**config.mk**
```make
export PLATFORM = sky130hd
export DESIGN_NAME = instr_fetch_responder
export DESIGN_NICKNAME = d
export VERILOG_FILES = /design/src/rtl/fetch_pkg.sv /design/src/rtl/fetch_fifo.sv /design/src/rtl/instr_fetch_responder.sv
export SDC_FILE = /design/constraint.sdc
export NUM_CORES = 1
export LEC_CHECK = 0
export BUFFER_PORTS_ARGS = -buffer_cell sky130_fd_sc_hd__buf_2
export CELL_PAD_IN_SITES_DETAIL_PLACEMENT = 1
export CELL_PAD_IN_SITES_GLOBAL_PLACEMENT = 1
export CORE_UTILIZATION = 48
export CTS_BUF_LIST = sky130_fd_sc_hd__clkbuf_4
export DETAILED_ROUTE_END_ITERATION = 10
export GPL_ROUTABILITY_DRIVEN = 0
export HOLD_SLACK_MARGIN = 0.08
export PLACE_DENSITY = 0.92
export SYNTH_ARGS = -nofsm -noshare
export SYNTH_HDL_FRONTEND = slang
export SYNTH_SLANG_ARGS = --single-unit
```
**constraint.sdc**
```tcl
create_clock -name clock -period 18.3 [get_ports clock]
set_input_delay 1.83 -clock clock [delete_from_list [all_inputs] [get_ports clock]]
set_output_delay 1.83 -clock clock [all_outputs]
set_load 0.01 [all_outputs]
```
**src/rtl/fetch_pkg.sv**
```systemverilog
// Shared types for the instruction fetch responder.
//   fetch_state_e : request FSM states (issue a read / wait for its response)
//   fetch_entry_t : one buffered instruction {inst, pc, err}, 65 bits
//   RESET_PC      : value held in the request-PC register out of reset
package fetch_pkg;

  typedef enum logic [0:0] {
    StReq  = 1'b0,
    StWait = 1'b1
  } fetch_state_e;

  typedef struct packed {
    logic [31:0] inst;
    logic [31:0] pc;
    logic        err;
  } fetch_entry_t;

  localparam logic [31:0] RESET_PC = 32'h0;

endpackage

```
**src/rtl/fetch_fifo.sv**
```systemverilog
// Small circular FIFO of fetched instructions toward decode.
// Ports:
//   clock, reset      : rising-edge clock, synchronous active-low reset
//   flush             : empty the FIFO next cycle; wins over push and pop
//   push, push_data   : write one entry (never issued when full)
//   pop               : consume head entry (ignored when empty)
//   head_valid, head  : FIFO head entry to the consumer
//   count             : number of occupied entries (0..DEPTH)
module fetch_fifo
  import fetch_pkg::*;
#(
  parameter int unsigned DEPTH = 2,
  localparam int unsigned PtrW = $clog2(DEPTH),
  localparam int unsigned CntW = $clog2(DEPTH) + 1
) (
  input  logic            clock,
  input  logic            reset,
  input  logic            flush,
  input  logic            push,
  input  fetch_entry_t    push_data,
  input  logic            pop,
  output logic            head_valid,
  output fetch_entry_t    head,
  output logic [CntW-1:0] count
);

  fetch_entry_t    mem_q [DEPTH];
  logic [PtrW-1:0] rd_ptr_q;
  logic [PtrW-1:0] wr_ptr_q;
  logic [CntW-1:0] count_q;
  logic            do_pop;

  assign do_pop     = pop && (count_q != '0);
  assign head_valid = (count_q != '0);
  assign head       = mem_q[rd_ptr_q];
  assign count      = count_q;

  // Pointers wrap naturally because DEPTH is a power of two.
  always_ff @(posedge clock) begin
    if (!reset) begin
      rd_ptr_q <= '0;
      wr_ptr_q <= '0;
      count_q  <= '0;
      for (int i = 0; i < DEPTH; i++) begin
        mem_q[i] <= '0;
      end
    end else if (flush) begin
      rd_ptr_q <= '0;
      wr_ptr_q <= '0;
      count_q  <= '0;
    end else begin
      if (push) begin
        mem_q[wr_ptr_q] <= push_data;
        wr_ptr_q        <= wr_ptr_q + PtrW'(1);
      end
      if (do_pop) begin
        rd_ptr_q <= rd_ptr_q + PtrW'(1);
      end
      count_q <= count_q + CntW'(push) - CntW'(do_pop);
    end
  end

endmodule

```
**src/rtl/instr_fetch_responder.sv**
```systemverilog
// Memory-side partner of the fetch unit. Issues one outstanding read per PC,
// buffers returned words toward decode and stalls the PC until each word lands.
// Ports:
//   clock, reset            : rising-edge clock, synchronous active-low reset
//   io_pc, io_flush         : PC from the fetch unit, redirect strobe
//   io_stall_en             : hold the fetch-unit PC
//   io_mem_req_*            : read request (valid/ready, address)
//   io_mem_rsp_*            : read response (valid, data, access fault)
//   io_inst_*               : FIFO head toward decode (valid/ready, word, pc, fault)
module instr_fetch_responder
  import fetch_pkg::*;
#(
  parameter int unsigned DEPTH = 2
) (
  input  logic        clock,
  input  logic        reset,
  input  logic [31:0] io_pc,
  input  logic        io_flush,
  output logic        io_stall_en,
  output logic        io_mem_req_valid,
  output logic [31:0] io_mem_req_addr,
  input  logic        io_mem_req_ready,
  input  logic        io_mem_rsp_valid,
  input  logic [31:0] io_mem_rsp_data,
  input  logic        io_mem_rsp_err,
  output logic        io_inst_valid,
  output logic [31:0] io_inst,
  output logic [31:0] io_inst_pc,
  output logic        io_inst_err,
  input  logic        io_inst_ready
);

  localparam int unsigned CntW = $clog2(DEPTH) + 1;

  fetch_state_e    state_q, state_d;
  logic            drop_q, drop_d;
  logic [31:0]     req_pc_q, req_pc_d;
  logic            push;
  fetch_entry_t    push_entry;
  fetch_entry_t    head;
  logic            head_valid;
  logic [CntW-1:0] count;
  logic            full;

  assign full            = (count == CntW'(DEPTH));
  assign io_mem_req_addr = io_pc;
  assign push_entry      = '{inst: io_mem_rsp_data, pc: req_pc_q, err: io_mem_rsp_err};

  always_comb begin
    state_d          = state_q;
    drop_d           = drop_q;
    req_pc_d         = req_pc_q;
    io_mem_req_valid = 1'b0;
    push             = 1'b0;

    unique case (state_q)
      StReq: begin
        io_mem_req_valid = reset && !full && !io_flush;
        if (io_mem_req_valid && io_mem_req_ready) begin
          req_pc_d = io_pc;
          state_d  = StWait;
        end
      end
      StWait: begin
        if (io_mem_rsp_valid) begin
          state_d = StReq;
          // A response in the flush cycle belongs to the old path as well.
          if (drop_q || io_flush) begin
            drop_d = 1'b0;
          end else begin
            push = 1'b1;
          end
        end else if (io_flush) begin
          drop_d = 1'b1;
        end
      end
      default: state_d = StReq;
    endcase

    // PC advances only when a word lands; a flush loads the redirect target.
    io_stall_en = !reset || !(push || io_flush);
  end

  always_ff @(posedge clock) begin
    if (!reset) begin
      state_q  <= StReq;
      drop_q   <= 1'b0;
      req_pc_q <= RESET_PC;
    end else begin
      state_q  <= state_d;
      drop_q   <= drop_d;
      req_pc_q <= req_pc_d;
    end
  end

  fetch_fifo #(
    .DEPTH(DEPTH)
  ) u_fifo (
    .clock      (clock),
    .reset      (reset),
    .flush      (io_flush),
    .push       (push),
    .push_data  (push_entry),
    .pop        (io_inst_ready),
    .head_valid (head_valid),
    .head       (head),
    .count      (count)
  );

  assign io_inst_valid = head_valid;
  assign io_inst       = head.inst;
  assign io_inst_pc    = head.pc;
  assign io_inst_err   = head.err;

endmodule

```
==> impl_metrics.ini, run 1 <==
[sta]
setup_viol = 0
worst_slew_pin_slew_ns = 0.937
fin_crit_sh_pct = 26.6
skew_ns = 0.0178
rsz0062_at_grt = false
hold_ws_ns = 0.475
fin_crit_ns = 4.88
hold_viol = 0
clock.fmax_ghz = 0.205
slew_headroom_pct = 37.5
report.final.slew_viol_count = 0
setup_tns_ns = 0

[cts]
cts_hold_buf = 0
cts_root_buf = clkbuf_4
cts.path.max_buffers = 2
cts_tree = done
cts_buffers = 17
clk_latency_ns = 0.57
ctsResizeCount = 0
cts.sinks = 169
cts_max_level = 4
post_cts_buffers = 0
clkTransAtPathRegs_ns = 0.11

[cells_and_area]
finalNetCount = 760
stdcell_area_mm2 = 0.00838
antenna_cells = 0
area_growth_syn_to_layout_pct = 13.3
final_layout_size_suffix_gt1_share_pct = 40.1

[floorplan]
die_w_um = 126
initial_core_util_pct = 50.1
io_pins = 171
dieHeight_um = 126
rows = 44
core_mm2 = 0.0148
die_area_mm2 = 0.0159

[route]
routed_via_density = 5.19
ant_nets = 0
firstDrtPassIters = 4
vias = 4592
drc_errors = 0
wl_per_cell_um = 17.8
first_iter_violations = 215
drt-total-wl_um = 15800

[run_status]
status = complete, no violations

[global_routing]
grt_pass1_wl_um = 24600
antenna_found_initial = 1
gr-total-overflow = 0
grt_pass1_vias = 4930
globalRouteMet3Util_pct = 5.23
met2_usage_pct = 37.0
grt_max_degree = 67
grt_use_met1_pct = 23.0
top_usage_layer = met2
grt.total_usage_pct = 20.5

[worst_setup_path]
critPathKind = primary input to output pin
rr_worst_depth = 4
endpoint = io_mem_req_valid
r2r-end = u_fifo.mem_q[1][59]$_SDFFCE_PN0P_
critPathCaptureType = output pin
critPathMaxFanout = 39
cp-start-kind = primary input
required_ns = 16.47
crit_start = reset
worstPathArrival_ns = 3.05
rrSetupSlack_ns = 15.63
rr_startpoint = state_q$_SDFF_PN0_

[yosys]
synthDistinctLibCells = 33
synthCells = 563
seq_area_frac_synth_pct = 63.4
synth.avg_cell_area_um2 = 13.1
synth-seq-cells = 169
netlist_area_mm2 = 0.00739
synth_warnings = 0
syn_nets = 636

[run]
max_cap_violations = 0

[pwr]
peakVddDrop_mv = 0.0400
power_density_mw_per_mm2 = 85.2
power.leakage_nw = 3.42
finalPower_uw = 714

[placed_design]
postPlaceCellArea_mm2 = 0.00807
dp_hpwl_um = 10200
io_buffers = 170

[min_path]
holdCritPathClass = flip-flop to flip-flop
## kinds of logic after synthesis
logic type                 count (synthesis)  synth area share [%]
and+or+nand+nor                          215                  17.0
AOI/OAI and AO/OA                         37                  2.62
xor gates and xnor gates                   3                 0.356
muxes                                     65                  9.90
DFF                                      169                  63.4
buffers and inverters                     72                  6.45
adders and majority gates                  2                 0.338
## worst min-delay path by stage
stage,start,slack (ns),endpoint,depth (start not counted)
finish,req_pc_q[5]$_SDFFE_PN0P_,0.48,req_pc_q[5]$_SDFFE_PN0P_,2
global route,req_pc_q[5]$_SDFFE_PN0P_,0.49,req_pc_q[5]$_SDFFE_PN0P_,2
CTS,req_pc_q[5]$_SDFFE_PN0P_,0.48,req_pc_q[5]$_SDFFE_PN0P_,2
detailed placement,req_pc_q[5]$_SDFFE_PN0P_,0.46,req_pc_q[5]$_SDFFE_PN0P_,2
global placement,req_pc_q[18]$_SDFFE_PN0P_,0.45,req_pc_q[18]$_SDFFE_PN0P_,2
floorplan,req_pc_q[15]$_SDFFE_PN0P_,0.43,req_pc_q[15]$_SDFFE_PN0P_,2
## layout by cell type (no fill, tap or decap), drive strengths merged, types with 2 or more instances in the layout
cell type,count
and2,132
and4bb,2
buf,174
bufinv,4
clkbuf,21
clkinv,5
dfxtp,39
edfxtp,130
ha,2
inv,5
mux2,65
nand2,34
nand2b,3
nand3,32
nor2,6
o21a,2
o21ai,33
xnor2,2
## cells in the mapped netlist
library cell  count  area [um^2]
dfxtp_1          39          781
buf_2             7         35.0
o21a_1            2         15.0
nor2b_1           1         6.26
edfxtp_1        130         3900
nor2_1            6         22.5
or2_2             1         6.26
and2_4            1         8.76
buf_6             9          101
inv_1             3         11.3
nand2_2           1         6.26
xor2_1            1         8.76
nand2b_4          1         13.8
o21ai_0          30          150
nand2_1          33          124
clkbuf_2          5         25.0
xnor2_1           2         17.5
mux2_2           65          732
ha_1              2         25.0
nand3_1          32          160
buf_1             1         3.75
o21ai_1           3         15.0
buf_4            33          248
a21oi_1           1         5.00
nand2b_1          2         12.5
nor4b_4           1         23.8
clkbuf_1         14         52.6
and2_1          131          820
and4bb_2          2         25.0
o41ai_1           1         8.76
nor3_1            1         5.00
nor3b_1           1         7.51
nor4_2            1         12.5
## sequential cells by signal (all words and copies together), names as in the netlist, named ones only
name,cells
state_q,1
req_pc_q,32
u_fifo.count,2
u_fifo.mem_q,130
drop_q,1
u_fifo.wr_ptr_q,1
u_fifo.rd_ptr_q,1
## worst max-delay path: stages
cell and delay, ns:
buf_2 0.62, nand2b_4 0.20, nor3b_1 0.23, buf_2 0.16
## metrics by stage
step | setup WS [ns] | util (%) | instances
2_1_floorplan | 9.13 | - | 563
3_3_place_gp | 13.49 | 54.7 | 852
3_5_place_dp | 13.42 | 54.7 | 852
4_1_cts | 13.42 | 56.8 | 884
5_1_grt | 13.33 | 56.8 | 884
6_report | 13.42 | 56.8 | 884
## area by class of cell
type                    count  area, um^2
clock buffers              21         158
multi-input cells         322        2250
well taps                 184         230
flip-flops and latches    169        4690
repair buffers            174         881
inverters                   3        11.3
clock inverters            11         154
fillers                  1533        6380
## where the power goes
part           total [mW]  internal, mW  switching [mW]
logic              0.0473        0.0195          0.0278
clock network       0.234         0.113           0.121
registers           0.432         0.426         0.00619
total               0.714         0.559           0.155
## layer usage
metal | vias to the layer above | share of wire (%)
li1 | 2166 | -
met1 | 2267 | 41
met2 | 139 | 52
met3 | 20 | 5.7
met4 | 0 | 1.8
met5 | - | 0
No activity file was read; power rests on OpenSTA's default activity.
==> inputs of run 2 (changes only) <==
--- a/config.mk
+++ b/config.mk
@@ -8,12 +8,12 @@
 export BUFFER_PORTS_ARGS = -buffer_cell sky130_fd_sc_hd__buf_2
 export CELL_PAD_IN_SITES_DETAIL_PLACEMENT = 1
 export CELL_PAD_IN_SITES_GLOBAL_PLACEMENT = 1
-export CORE_UTILIZATION = 48
+export CORE_UTILIZATION = 45
 export CTS_BUF_LIST = sky130_fd_sc_hd__clkbuf_4
 export DETAILED_ROUTE_END_ITERATION = 10
 export GPL_ROUTABILITY_DRIVEN = 0
 export HOLD_SLACK_MARGIN = 0.08
-export PLACE_DENSITY = 0.92
+export PLACE_DENSITY = 0.88
 export SYNTH_ARGS = -nofsm -noshare
 export SYNTH_HDL_FRONTEND = slang
 export SYNTH_SLANG_ARGS = --single-unit
==> constraint.sdc (replaced) <==
create_clock -name clock -period 4.7 [get_ports clock]
set_input_delay 0.47 -clock clock [delete_from_list [all_inputs] [get_ports clock]]
set_output_delay 0.47 -clock clock [all_outputs]
set_load 0.01 [all_outputs]
==> run 2 against run 1 <==
  * Critical endpoint is now u_fifo.mem_q[1][41]$_SDFFCE_PN0P_
  * Worst setup slack got worse by 12 ns
  * Clock-buffer cell count rose by 1
  * Clock skew up 0.0012 ns
  * Critical path type is now primary input to flip-flop
  * Cell count is 3.7% higher
  * Combinational power rose to 3.9 times the previous value
  * Largest power group unchanged
==> impl_metrics.ini, run 2 (synthesis results as in run 1) <==
[run_status]
status = complete, no violations

[floorplan]
die_w_um = 130
initial_core_util_pct = 46.4
io_pins = 171
rows = 46
dieHeight_um = 130
core_mm2 = 0.0159
die_area_mm2 = 0.0169

[sta]
rsz0062_at_grt = false
setup_viol = 0
setup_tns_ns = 0
worst_slew_pin_slew_ns = 0.944
fin_crit_ns = 2.81
hold_viol = 0
clock.fmax_ghz = 0.356
skew_ns = 0.0190
fin_crit_sh_pct = 59.7
report.final.slew_viol_count = 0
slew_headroom_pct = 37.0

[route]
first_iter_violations = 180
drc_errors = 0
drt-total-wl_um = 15700
wl_per_cell_um = 17.1
ant_nets = 0
firstDrtPassIters = 4
routed_via_density = 4.93
vias = 4517

[cells_and_area]
stdcell_area_mm2 = 0.00836
largest_register_ffs = 130
final_layout_size_suffix_gt1_share_pct = 40.3
seqCellArea_mm2 = 0.00469
regMostFlops = u_fifo.mem_q
mostFrequentLayoutCells = buf_2, and2_1, edfxtp_1
multi_input_area_mm2 = 0.00227
area_growth_syn_to_layout_pct = 13.2
finalNetCount = 760
final_common_cell = buf_2
fill_cells = 1676

[run]
max_cap_violations = 0

[placed_design]
postPlaceCellArea_mm2 = 0.00812
dp_hpwl_um = 10300
io_buffers = 170

[global_routing]
antenna_found_initial = 1
gr-total-overflow = 0
grt_max_degree = 67
grt_pass1_vias = 4791
grt.total_usage_pct = 19.4
grt_pass1_wl_um = 24100

[cts]
clkTransAtPathRegs_ns = 0.13
ctsResizeCount = 0
cts.path.max_buffers = 2
cts_tree = done
post_cts_buffers = 0
cts.sinks = 169
clk_latency_ns = 0.57
cts_buffers = 17
cts_max_level = 4
cts_root_buf = clkbuf_4
cts_hold_buf = 0

[min_path]
holdCritPathClass = primary input to flip-flop

[worst_setup_path]
worstPathArrival_ns = 3.01
critPathKind = primary input to flip-flop
critPathCaptureType = flip-flop
required_ns = 4.90
cp-start-kind = primary input
critPathMaxFanout = 66

[pwr]
peakVddDrop_mv = 0.123
power_density_mw_per_mm2 = 315
power.leakage_nw = 3.40
==> run 2: area by class of cell <==
class | count | share of cell area, %
Sequential cell | 169 | 56.1
Antenna cell | 1 | 0.0299
Clock inverter | 10 | 0.957
Timing Repair Buffer | 174 | 10.5
Tap cell | 216 | 3.23
Multi-Input combinational cell | 322 | 27.1
Clock buffer | 22 | 1.97
Inverter | 3 | 0.135
==> run 2: final timing paths <==
path,start,end,slack (ns),cells after the start
setup / recovery,reset,u_fifo.mem_q[1][41]$_SDFFCE_PN0P_,1.89,5
hold / removal,io_pc[13],req_pc_q[13]$_SDFFE_PN0P_,0.13,3
setup reg to reg,state_q$_SDFF_PN0_,u_fifo.mem_q[1][41]$_SDFFCE_PN0P_,1.99,4
hold reg to reg,req_pc_q[4]$_SDFFE_PN0P_,req_pc_q[4]$_SDFFE_PN0P_,0.47,2
==> run 2: routing by layer <==
layer / vias to the layer above / global-route usage, % / routed length [um]
met2: 132 / 34.8 / 8030
met5: - / 0 / 0
met4: 0 / 7.87 / 235
met3: 15 / 3.90 / 776
met1: 2206 / 22.5 / 6670
li1: 2164 / - / -
==> run 2: report_power, final <==
part           switching [mW]  internal, mW
sequential             0.0240          1.66
combinational           0.109        0.0764
clock                   0.476         0.288
==> run 2: critical path, cell delays in order <==
cell	delay, ns
buf_2	0.62
nand2b_4	0.19
nor4b_4	0.26
buf_4	0.53
nand2b_4	0.85
==> run 2: through the flow <==
stage,instances,setup slack [ns],util [%],total power [mW],hold WS (ns)
floorplan,563,0.0212,-,1.82,0.432
global placement,884,1.38,50.9,1.89,0.446
detailed placement,884,1.25,50.9,1.91,0.457
CTS,916,1.88,52.4,2.66,0.0833
global route,917,1.72,52.5,2.73,0.103
finish,917,1.89,52.5,2.63,0.129
